===== config.mk =====
export PLATFORM = sky130hd
export DESIGN_NAME = io_conditioner
export DESIGN_NICKNAME = d
export VERILOG_FILES = /design/src/rtl/io_cond_pkg.sv /design/src/rtl/io_debounce_ch.sv /design/src/rtl/io_conditioner.sv
export SDC_FILE = /design/constraint.sdc
export NUM_CORES = 1
export LEC_CHECK = 0
export CAP_MARGIN = 20
export CELL_PAD_IN_SITES_DETAIL_PLACEMENT = 2
export CELL_PAD_IN_SITES_GLOBAL_PLACEMENT = 2
export CORE_ASPECT_RATIO = 0.7
export CORE_UTILIZATION = 30
export CTS_BUF_LIST = sky130_fd_sc_hd__clkbuf_8 sky130_fd_sc_hd__clkbuf_16
export CTS_CLUSTER_SIZE = 30
export DETAILED_ROUTE_END_ITERATION = 8
export PLACE_DENSITY = 0.74
export SKIP_LAST_GASP = 1
export SLEW_MARGIN = 20
export SYNTH_ARGS = -nofsm -noshare
export SYNTH_HDL_FRONTEND = slang
export SYNTH_SLANG_ARGS = --single-unit

===== constraint.sdc =====
create_clock -name Clk -period 14.6 [get_ports Clk]
set_input_delay 4.38 -clock Clk [delete_from_list [all_inputs] [get_ports Clk]]
set_output_delay 4.38 -clock Clk [all_outputs]
set_load 0.05 [all_outputs]

===== src/rtl/io_cond_pkg.sv =====
// io_cond_pkg: shared definitions for the io_conditioner block.
//   DATA_W            register bus data width
//   REG_DATA..REG_LED word addresses of the 4-entry register map
//   edge_mode_e       which debounced transitions latch an EDGE bit
package io_cond_pkg;

  localparam int unsigned DATA_W = 32;

  localparam logic [1:0] REG_DATA = 2'd0;
  localparam logic [1:0] REG_EDGE = 2'd1;
  localparam logic [1:0] REG_MASK = 2'd2;
  localparam logic [1:0] REG_LED  = 2'd3;

  typedef enum logic [1:0] {
    EDGE_RISE = 2'd0,
    EDGE_FALL = 2'd1,
    EDGE_BOTH = 2'd2
  } edge_mode_e;

endpackage


===== src/rtl/io_debounce_ch.sv =====
// io_debounce_ch: one input channel -- 2-FF synchroniser followed by a
// counter-based debouncer and the accepted (stable) level flop.
//   Clk    system clock
//   Reset  asynchronous, active-high reset
//   din    polarity-normalised raw pin level (asynchronous)
//   level  debounced level; follows din only after it has held a new
//          value for DEBOUNCE_CYCLES consecutive synchronised samples
module io_debounce_ch #(
  parameter int unsigned DEBOUNCE_CYCLES = 500000
) (
  input  logic Clk,
  input  logic Reset,
  input  logic din,
  output logic level
);

  localparam int unsigned CNT_W = $clog2(DEBOUNCE_CYCLES);
  localparam logic [CNT_W-1:0] CNT_MAX = CNT_W'(DEBOUNCE_CYCLES - 1);

  logic             meta;
  logic             sync;
  logic [CNT_W-1:0] cnt;

  always_ff @(posedge Clk or posedge Reset) begin
    if (Reset) begin
      meta  <= 1'b0;
      sync  <= 1'b0;
      cnt   <= '0;
      level <= 1'b0;
    end else begin
      meta <= din;
      sync <= meta;
      // Any sample equal to the accepted level restarts the count.
      if (sync == level) begin
        cnt <= '0;
      end else if (cnt == CNT_MAX) begin
        level <= sync;
        cnt   <= '0;
      end else begin
        cnt <= cnt + 1'b1;
      end
    end
  end

endmodule


===== src/rtl/io_conditioner.sv =====
// io_conditioner: conditions N_IN board inputs (polarity, sync, debounce,
// edge capture with masked interrupt) and drives N_LED LEDs, all behind a
// 4-word register bus (DATA RO, EDGE W1C, MASK RW, LED RW).
//   Clk, Reset     system clock, asynchronous active-high reset
//   raw_in         asynchronous board inputs
//   addr/read/write/writedata  register bus; readdata registered on read
//   irq            high while any unmasked EDGE bit is set (registered)
//   led_out        LED drive, active-high
// Optional build macro IO_COND_LED_BLINK_EN: LED word bits [31:16] hold a
// per-LED BLINK mask gated by a free-running 24-bit prescaler phase.
module io_conditioner
  import io_cond_pkg::*;
#(
  parameter int unsigned N_IN            = 10,
  parameter int unsigned N_LED           = 8,
  parameter int unsigned DEBOUNCE_CYCLES = 500000,
  parameter logic [31:0] ACTIVE_LOW_MASK = 32'b11,
  parameter int unsigned EDGE_MODE       = 0
) (
  input  logic              Clk,
  input  logic              Reset,
  input  logic [N_IN-1:0]   raw_in,
  input  logic [1:0]        addr,
  input  logic              read,
  input  logic              write,
  input  logic [DATA_W-1:0] writedata,
  output logic [DATA_W-1:0] readdata,
  output logic              irq,
  output logic [N_LED-1:0]  led_out
);

  localparam edge_mode_e MODE = edge_mode_e'(EDGE_MODE[1:0]);

  logic [N_IN-1:0]   norm;
  logic [N_IN-1:0]   st;
  logic [N_IN-1:0]   st_d;
  logic [N_IN-1:0]   edge_q;
  logic [N_IN-1:0]   edge_set;
  logic [N_IN-1:0]   edge_clr;
  logic [N_IN-1:0]   mask_q;
  logic [N_LED-1:0]  led_q;
  logic [DATA_W-1:0] rd_mux;
  logic              unused_wd;

  assign unused_wd = ^writedata;

  assign norm = raw_in ^ ACTIVE_LOW_MASK[N_IN-1:0];

  for (genvar i = 0; i < N_IN; i++) begin : g_ch
    io_debounce_ch #(
      .DEBOUNCE_CYCLES(DEBOUNCE_CYCLES)
    ) u_ch (
      .Clk  (Clk),
      .Reset(Reset),
      .din  (norm[i]),
      .level(st[i])
    );
  end

  always_comb begin
    edge_set = '0;
    if (MODE == EDGE_RISE)      edge_set = st & ~st_d;
    else if (MODE == EDGE_FALL) edge_set = ~st & st_d;
    else                        edge_set = st ^ st_d;
  end

  assign edge_clr = (write && addr == REG_EDGE) ? writedata[N_IN-1:0] : '0;

`ifdef IO_COND_LED_BLINK_EN
  localparam int unsigned BLINK_W = (N_LED < 16) ? N_LED : 16;

  logic [BLINK_W-1:0] blink_q;
  logic [23:0]        presc;

  always_ff @(posedge Clk or posedge Reset) begin
    if (Reset) begin
      blink_q <= '0;
      presc   <= '0;
    end else begin
      presc <= presc + 1'b1;
      if (write && addr == REG_LED) blink_q <= writedata[16 +: BLINK_W];
    end
  end

  // Blinking LEDs are forced dark during the low half of the phase.
  always_comb begin
    led_out = led_q;
    for (int unsigned i = 0; i < BLINK_W; i++) begin
      if (blink_q[i] && !presc[23]) led_out[i] = 1'b0;
    end
  end
`else
  assign led_out = led_q;
`endif

  always_comb begin
    rd_mux = '0;
    case (addr)
      REG_DATA: rd_mux[N_IN-1:0] = st;
      REG_EDGE: rd_mux[N_IN-1:0] = edge_q;
      REG_MASK: rd_mux[N_IN-1:0] = mask_q;
      REG_LED: begin
        rd_mux[N_LED-1:0] = led_q;
`ifdef IO_COND_LED_BLINK_EN
        rd_mux[16 +: BLINK_W] = blink_q;
`endif
      end
      default: rd_mux = '0;
    endcase
  end

  // The mux samples pre-write register values, so a read coinciding with a
  // write returns the old contents.
  always_ff @(posedge Clk or posedge Reset) begin
    if (Reset) begin
      st_d     <= '0;
      edge_q   <= '0;
      mask_q   <= '0;
      led_q    <= '0;
      irq      <= 1'b0;
      readdata <= '0;
    end else begin
      st_d   <= st;
      // A new edge wins over a simultaneous write-1-clear of the same bit.
      edge_q <= (edge_q & ~edge_clr) | edge_set;
      if (write && addr == REG_MASK) mask_q <= writedata[N_IN-1:0];
      if (write && addr == REG_LED)  led_q  <= writedata[N_LED-1:0];
      irq <= |(edge_q & mask_q);
      if (read) readdata <= rd_mux;
    end
  end

endmodule


# --- Word-level counts from Yosys, hierarchy flattened ---
# Cells that the tools add are included.
word_totals:
  regBits: 269
  latch_bits: 0
  ramBits: 0
  romBits: 0
  out_inout_bits: 41
  n_memories: 0
classes:
  n_addsub: 10
  mul: 0
  n_div: 0
  order_cmp: 0
  n_eq_ne: 23
  shifts: 0
  muxes: 23
  n_bitwise: 17
  n_reduce_logical: 15
ops:
  columns: ["op", "n"]
  rows:
  - ["2-to-1 mux 19 bit", 20]
  - ["adder 19 x 1 -> 19 bit, second input constant", 10]
  - ["equality test 19 bit, second input constant", 10]
  - ["case mux 8 bit (4 select lines)", 1]
  - ["AND 10 bit", 3]
  - ["inverter 10 bit", 2]
  - ["AND reduction 2 bit", 10]
  - ["equality test 1 bit", 10]
  - ["2-to-1 mux 10 bit", 1]
  - ["inverter 1 bit", 10]
  - ["OR 10 bit", 1]
  - ["OR reduction 10 bit", 1]
  - ["case mux 2 bit (3 select lines)", 1]
  - ["equality test 2 bit, second input constant", 2]
  - ["logical AND 1 bit", 3]
  - ["equality test 2 x 1 -> 1 bit, second input constant", 1]
  - ["zero test 2 bit", 1]
  - ["inverter 2 bit", 1]

# --- Depth between registers and ports, before layout ---
depth:
  ltp_word: 6
  depth_mapped: 7

# --- Modules after synthesis ---
# From an unflattened synthesis, not the netlist that was laid out.
hier_totals:
  hier_cells: 1220
  area_unflattened_um2: 13284.0
modules_own_cells:
  columns: ["mod", "n_inst", "cells_each", "area_each_um2", "seq_area_each_um2"]
  rows:
  - ["io_debounce_ch", 10, 103, 1091.0, 550.5]
  - ["io_conditioner", 1, 190, 2373.5, 1226.2]

# --- Worst setup path before layout ---
# Ideal clock, no wire load.
synth_timing:
  path_type: "input -> register"
  from: "input port addr[0]"
  to: "register mask_q[0]"
  setup_time_ps: 125
  arrival_time_ps: 5727
  path_slack_ps: 8749
  path_stages: 5
  cell_sequence: "clkbuf_1 buf_2 nand3b_1 clkbuf_1 mux2_2"
synth_between:
  elab_chain_cells: 2
synth_rtl:
  columns: ["element", "line", "text"]
  rows:
  - ["start, declared", "io_conditioner.sv:23", "input logic [1:0] addr,"]
  - ["equality test 2 bit", "io_conditioner.sv:126", "if (write && addr == REG_MASK) mask_q <= writedata[N_IN-1:0];"]
  - ["logical AND 1 bit", "io_conditioner.sv:126", null]
  - ["end signal, assigned", "io_conditioner.sv:126", null]
  - ["end, declared", "io_conditioner.sv:40", "logic [N_IN-1:0] mask_q;"]
# No other way between the ends.
# A chain may end at the register's enable or synchronous reset.

# --- Worst setup path after layout ---
layout_timing:
  from: "register led_q[6], in the netlist led_out[6]"
  to: "output port led_out[6]"
layout_lines:
  columns: ["element", "line", "text"]
  rows:
  - ["start, declared", "io_conditioner.sv:41", "logic [N_LED-1:0] led_q;"]
  - ["start signal, assigned", "io_conditioner.sv:127", "if (write && addr == REG_LED) led_q <= writedata[N_LED-1:0];"]
  - ["end, declared", "io_conditioner.sv:29", "output logic [N_LED-1:0] led_out"]
# No word-level cell between the ends.

==> impl_metrics.yaml <==
run_status:
  outcome: "completed"
timing:
  fin_worst_skew_ns: 0.0129
  fin_crit_sh_pct: 42.6
  slew_viol_final: 0
  setup_ws_ns: 8.38
  period_minus_slack_ns: 6.22
  worst_pin_slew_ns: 0.880
  relSlewSlack_pct: 41.3
  timing.final.setup_violations: 0
  finalHoldViolations: 0
  grt_setup_unrepaired: "no"
  fmax_ghz: 0.161
  timing.setup.tns_ns: 0
  whs_ns: 0.353
synth:
  synth.yosys.seq_area_share_pct: 53.7
  yosysTopAreaCellShare_pct: 53.7
  syn_inst: 1201
  synth_top_family_by_area: "simple AND/OR/NAND/NOR gates"
  synth_simple_gate_area_share_pct: 22.0
  syn_area_mm2: 0.0125
  synth_warnings: 0
  synth-edff-count: 0
  synth_top_area_cell: "dfrtp_1"
  synthAdderAreaFrac_pct: 0.997
  syn_avg_cell_area_um2: 10.4
  ys_seq_elements: 269
  synth_compound_area_share_pct: 5.44
  ys.flop_type: "dfrtp_1"
  yosys-top-cells-area: "dfrtp_1 (54%), xor2_1 (5.1%), nor2_1 (5.1%), xnor2_1 (4.3%), mux2_2 (3.2%)"
  yosys.area_share.xor_xnor_pct: 9.43
  muxShareOfSynthArea_pct: 4.83
  synthArstFlopShare_pct: 100
  synth_cell_types: 50
critical_path:
  r2r_end: "g_ch[8].u_ch.cnt[14]$_DFF_PP0_"
  path_max_fanout: 3
  critPathBufInv: 1
  cp_slowest_cell: "clkdlybuf4s50_1"
  cp-end-kind: "output pin"
  required_ns: 10.22
  reg2reg_from: "g_ch[8].u_ch.cnt[0]$_DFF_PP0_"
  start_kind: "flip-flop"
  cp_data_arrival_time_ns: 1.84
  rrSetupSlack_ns: 12.25
  critical_path.max_stage_delay_ns: 0.84
  crit_type: "flip-flop to output pin"
  path_delay_family: "buffers and inverters"
  crit_chain: "clkdlybuf4s50_1"
  reg2reg_depth: 6
layout:
  final_nets: 1311
  final_layout_size_suffix_gt1_share_pct: 8.73
  areaGrowthSynthToFinish_pct: 15.2
pwr:
  ir_drop_mv: 0.0976
  clock_power_share_pct: 42.6
  pwr-share-seq_pct: 48.2
  pwr_density_cell_mw_per_mm2: 115
  switchingPower_w: 0.000432
  p_int_w: 0.00123
  sw_frac_of_total_pct: 26.0
  combPwrFrac_pct: 9.2
  power.total_w: 0.00166
  p_leak_nw: 5.80
global_routing:
  grt_pass1_vias: 9996
  overflow: 0
  grt_max_degree: 145
  antenna_found_initial: 2
  grt_pass1_wl_mm: 53.6
  track_usage_pct: 15.4
floorplanning:
  start_util_pct: 30.5
  die_width_um: 246
  core_region_area_mm2: 0.0411
  ios: 89
  rows: 62
  die_y_um: 173
  dieArea_mm2: 0.0426
detailed_routing:
  post_drt_wl_per_cell_um: 17.6
  drc: 0
  via_per_inst: 5.03
  routed_wl_mm: 32.0
  via_count: 9140
  drtPass1Iterations: 4
  postRouteAntennaNets: 0
  initialDrtViolationCount: 348
clocking:
  cts_hold_buf: 0
  cts_num_sinks: 269
  ctsResizeCount: 0
  postCtsSetupBuffers: 0
  cts_buffer_depth: 3
  cts.clk_slew.worst_paths_ns: 0.06
  clk_latency_ns: 0.56
  cts_buffers: 28
  clock-root-buffer: "clkbuf_16"
  htreeDepth: 1
  cts_tree: "yes"
place:
  numPortBuffers: 44
  routabilityCongestion: 0.749
  place_ws_ns: 7.80
  post-dp-hpwl_mm: 22.0
worst_hold_path:
  hold_depth: 0
  hold_start: "g_ch[4].u_ch.meta$_DFF_PP0_"
  min_to: "g_ch[4].u_ch.sync$_DFF_PP0_"
  hold_class: "flip-flop to flip-flop"
run:
  maxCapViolations: 0
per-stage QoR:
step	cells	area (um^2)	utilization, %
after floorplan	1222	12600	-
after global placement	1766	13500	32.9
after detailed placement	1766	13500	32.9
after CTS	1814	14400	35.1
after global routing	1817	14400	35.1
final	1817	14400	35.1
power by group through the flow:
stage          Clock (W)  Combinational [W]  Sequential (W)
2_1_floorplan          0          0.0000718        0.000839
3_3_place_gp           0           0.000151        0.000813
3_5_place_dp           0           0.000155        0.000814
4_1_cts         0.000734           0.000156        0.000800
5_1_grt         0.000763           0.000166        0.000803
6_report        0.000708           0.000153        0.000800
placed cells by master (no fill, tap or decap), types with 44 or more instances in the layout:
cell type and instances:
dfrtp_1 269, nor2_1 169, nand2_1 78, xor2_1 73
xnor2_1 62, nand4_1 58, nand3_1 57, inv_1 51
a21oi_1 48, clkdlybuf4s50_1 44
state kept, by name, summed over array words and instances (netlist names):
register	flops
g_ch.u_ch.level	10
readdata	10
irq	1
led_out	8
g_ch.u_ch.cnt	190
edge_q	10
mask_q	10
st_d	10
g_ch.u_ch.sync	10
g_ch.u_ch.meta	10
per-layer routing:
layer / wire length, um / track usage [%]
met1: 15400 / 21.1
met2: 15200 / 25.2
met3: 771 / 2.45
met4: 658 / 3.65
met5: 0 / 0
final cells by class:
type | count | area, um^2
fillers | 4431 | 26700
flip-flops and latches | 269 | 6730
multi-input cells | 857 | 5430
clock buffers | 32 | 767
well taps | 544 | 681
repair buffers | 54 | 536
inverters | 43 | 174
clock inverters | 16 | 123
diodes | 2 | 5.00
cell families (layout without fill, tap and decap cells):
family          Yosys count  count (layout)
compound gates          118             118
xor+xnor                135             135
fa+ha+maj                10              10
buf+inv                  96             145
flops                   269             269
mux                      46              46
other cells               1              24
simple gates            526             526
synth_stat cells (22+ instances only):
cell,count
a21oi_1,48
and4_1,22
buf_4,22
dfrtp_1,269
inv_1,43
mux2_2,36
nand2_1,78
nand3_1,57
nand4_1,58
nor2_1,169
nor3_1,24
nor4_1,28
o21ai_0,36
or3_1,29
or4_1,22
xnor2_1,62
xor2_1,73
worst max path at each step:
stage | start | endpoint | cells past startpoint
floorplan | Reset | edge_q[0]$_DFF_PP0_ | 1
global placement | Reset | g_ch[7].u_ch.cnt[18]$_DFF_PP0_ | 3
detailed placement | Reset | mask_q[4]$_DFFE_PP0P_ | 3
CTS | readdata[8]$_DFFE_PP0P_ | readdata[8] | 1
global route | readdata[1]$_DFFE_PP0P_ | readdata[1] | 1
finish | led_out[6]$_DFFE_PP0P_ | led_out[6] | 1
No activity file was read; power rests on OpenSTA's default activity.
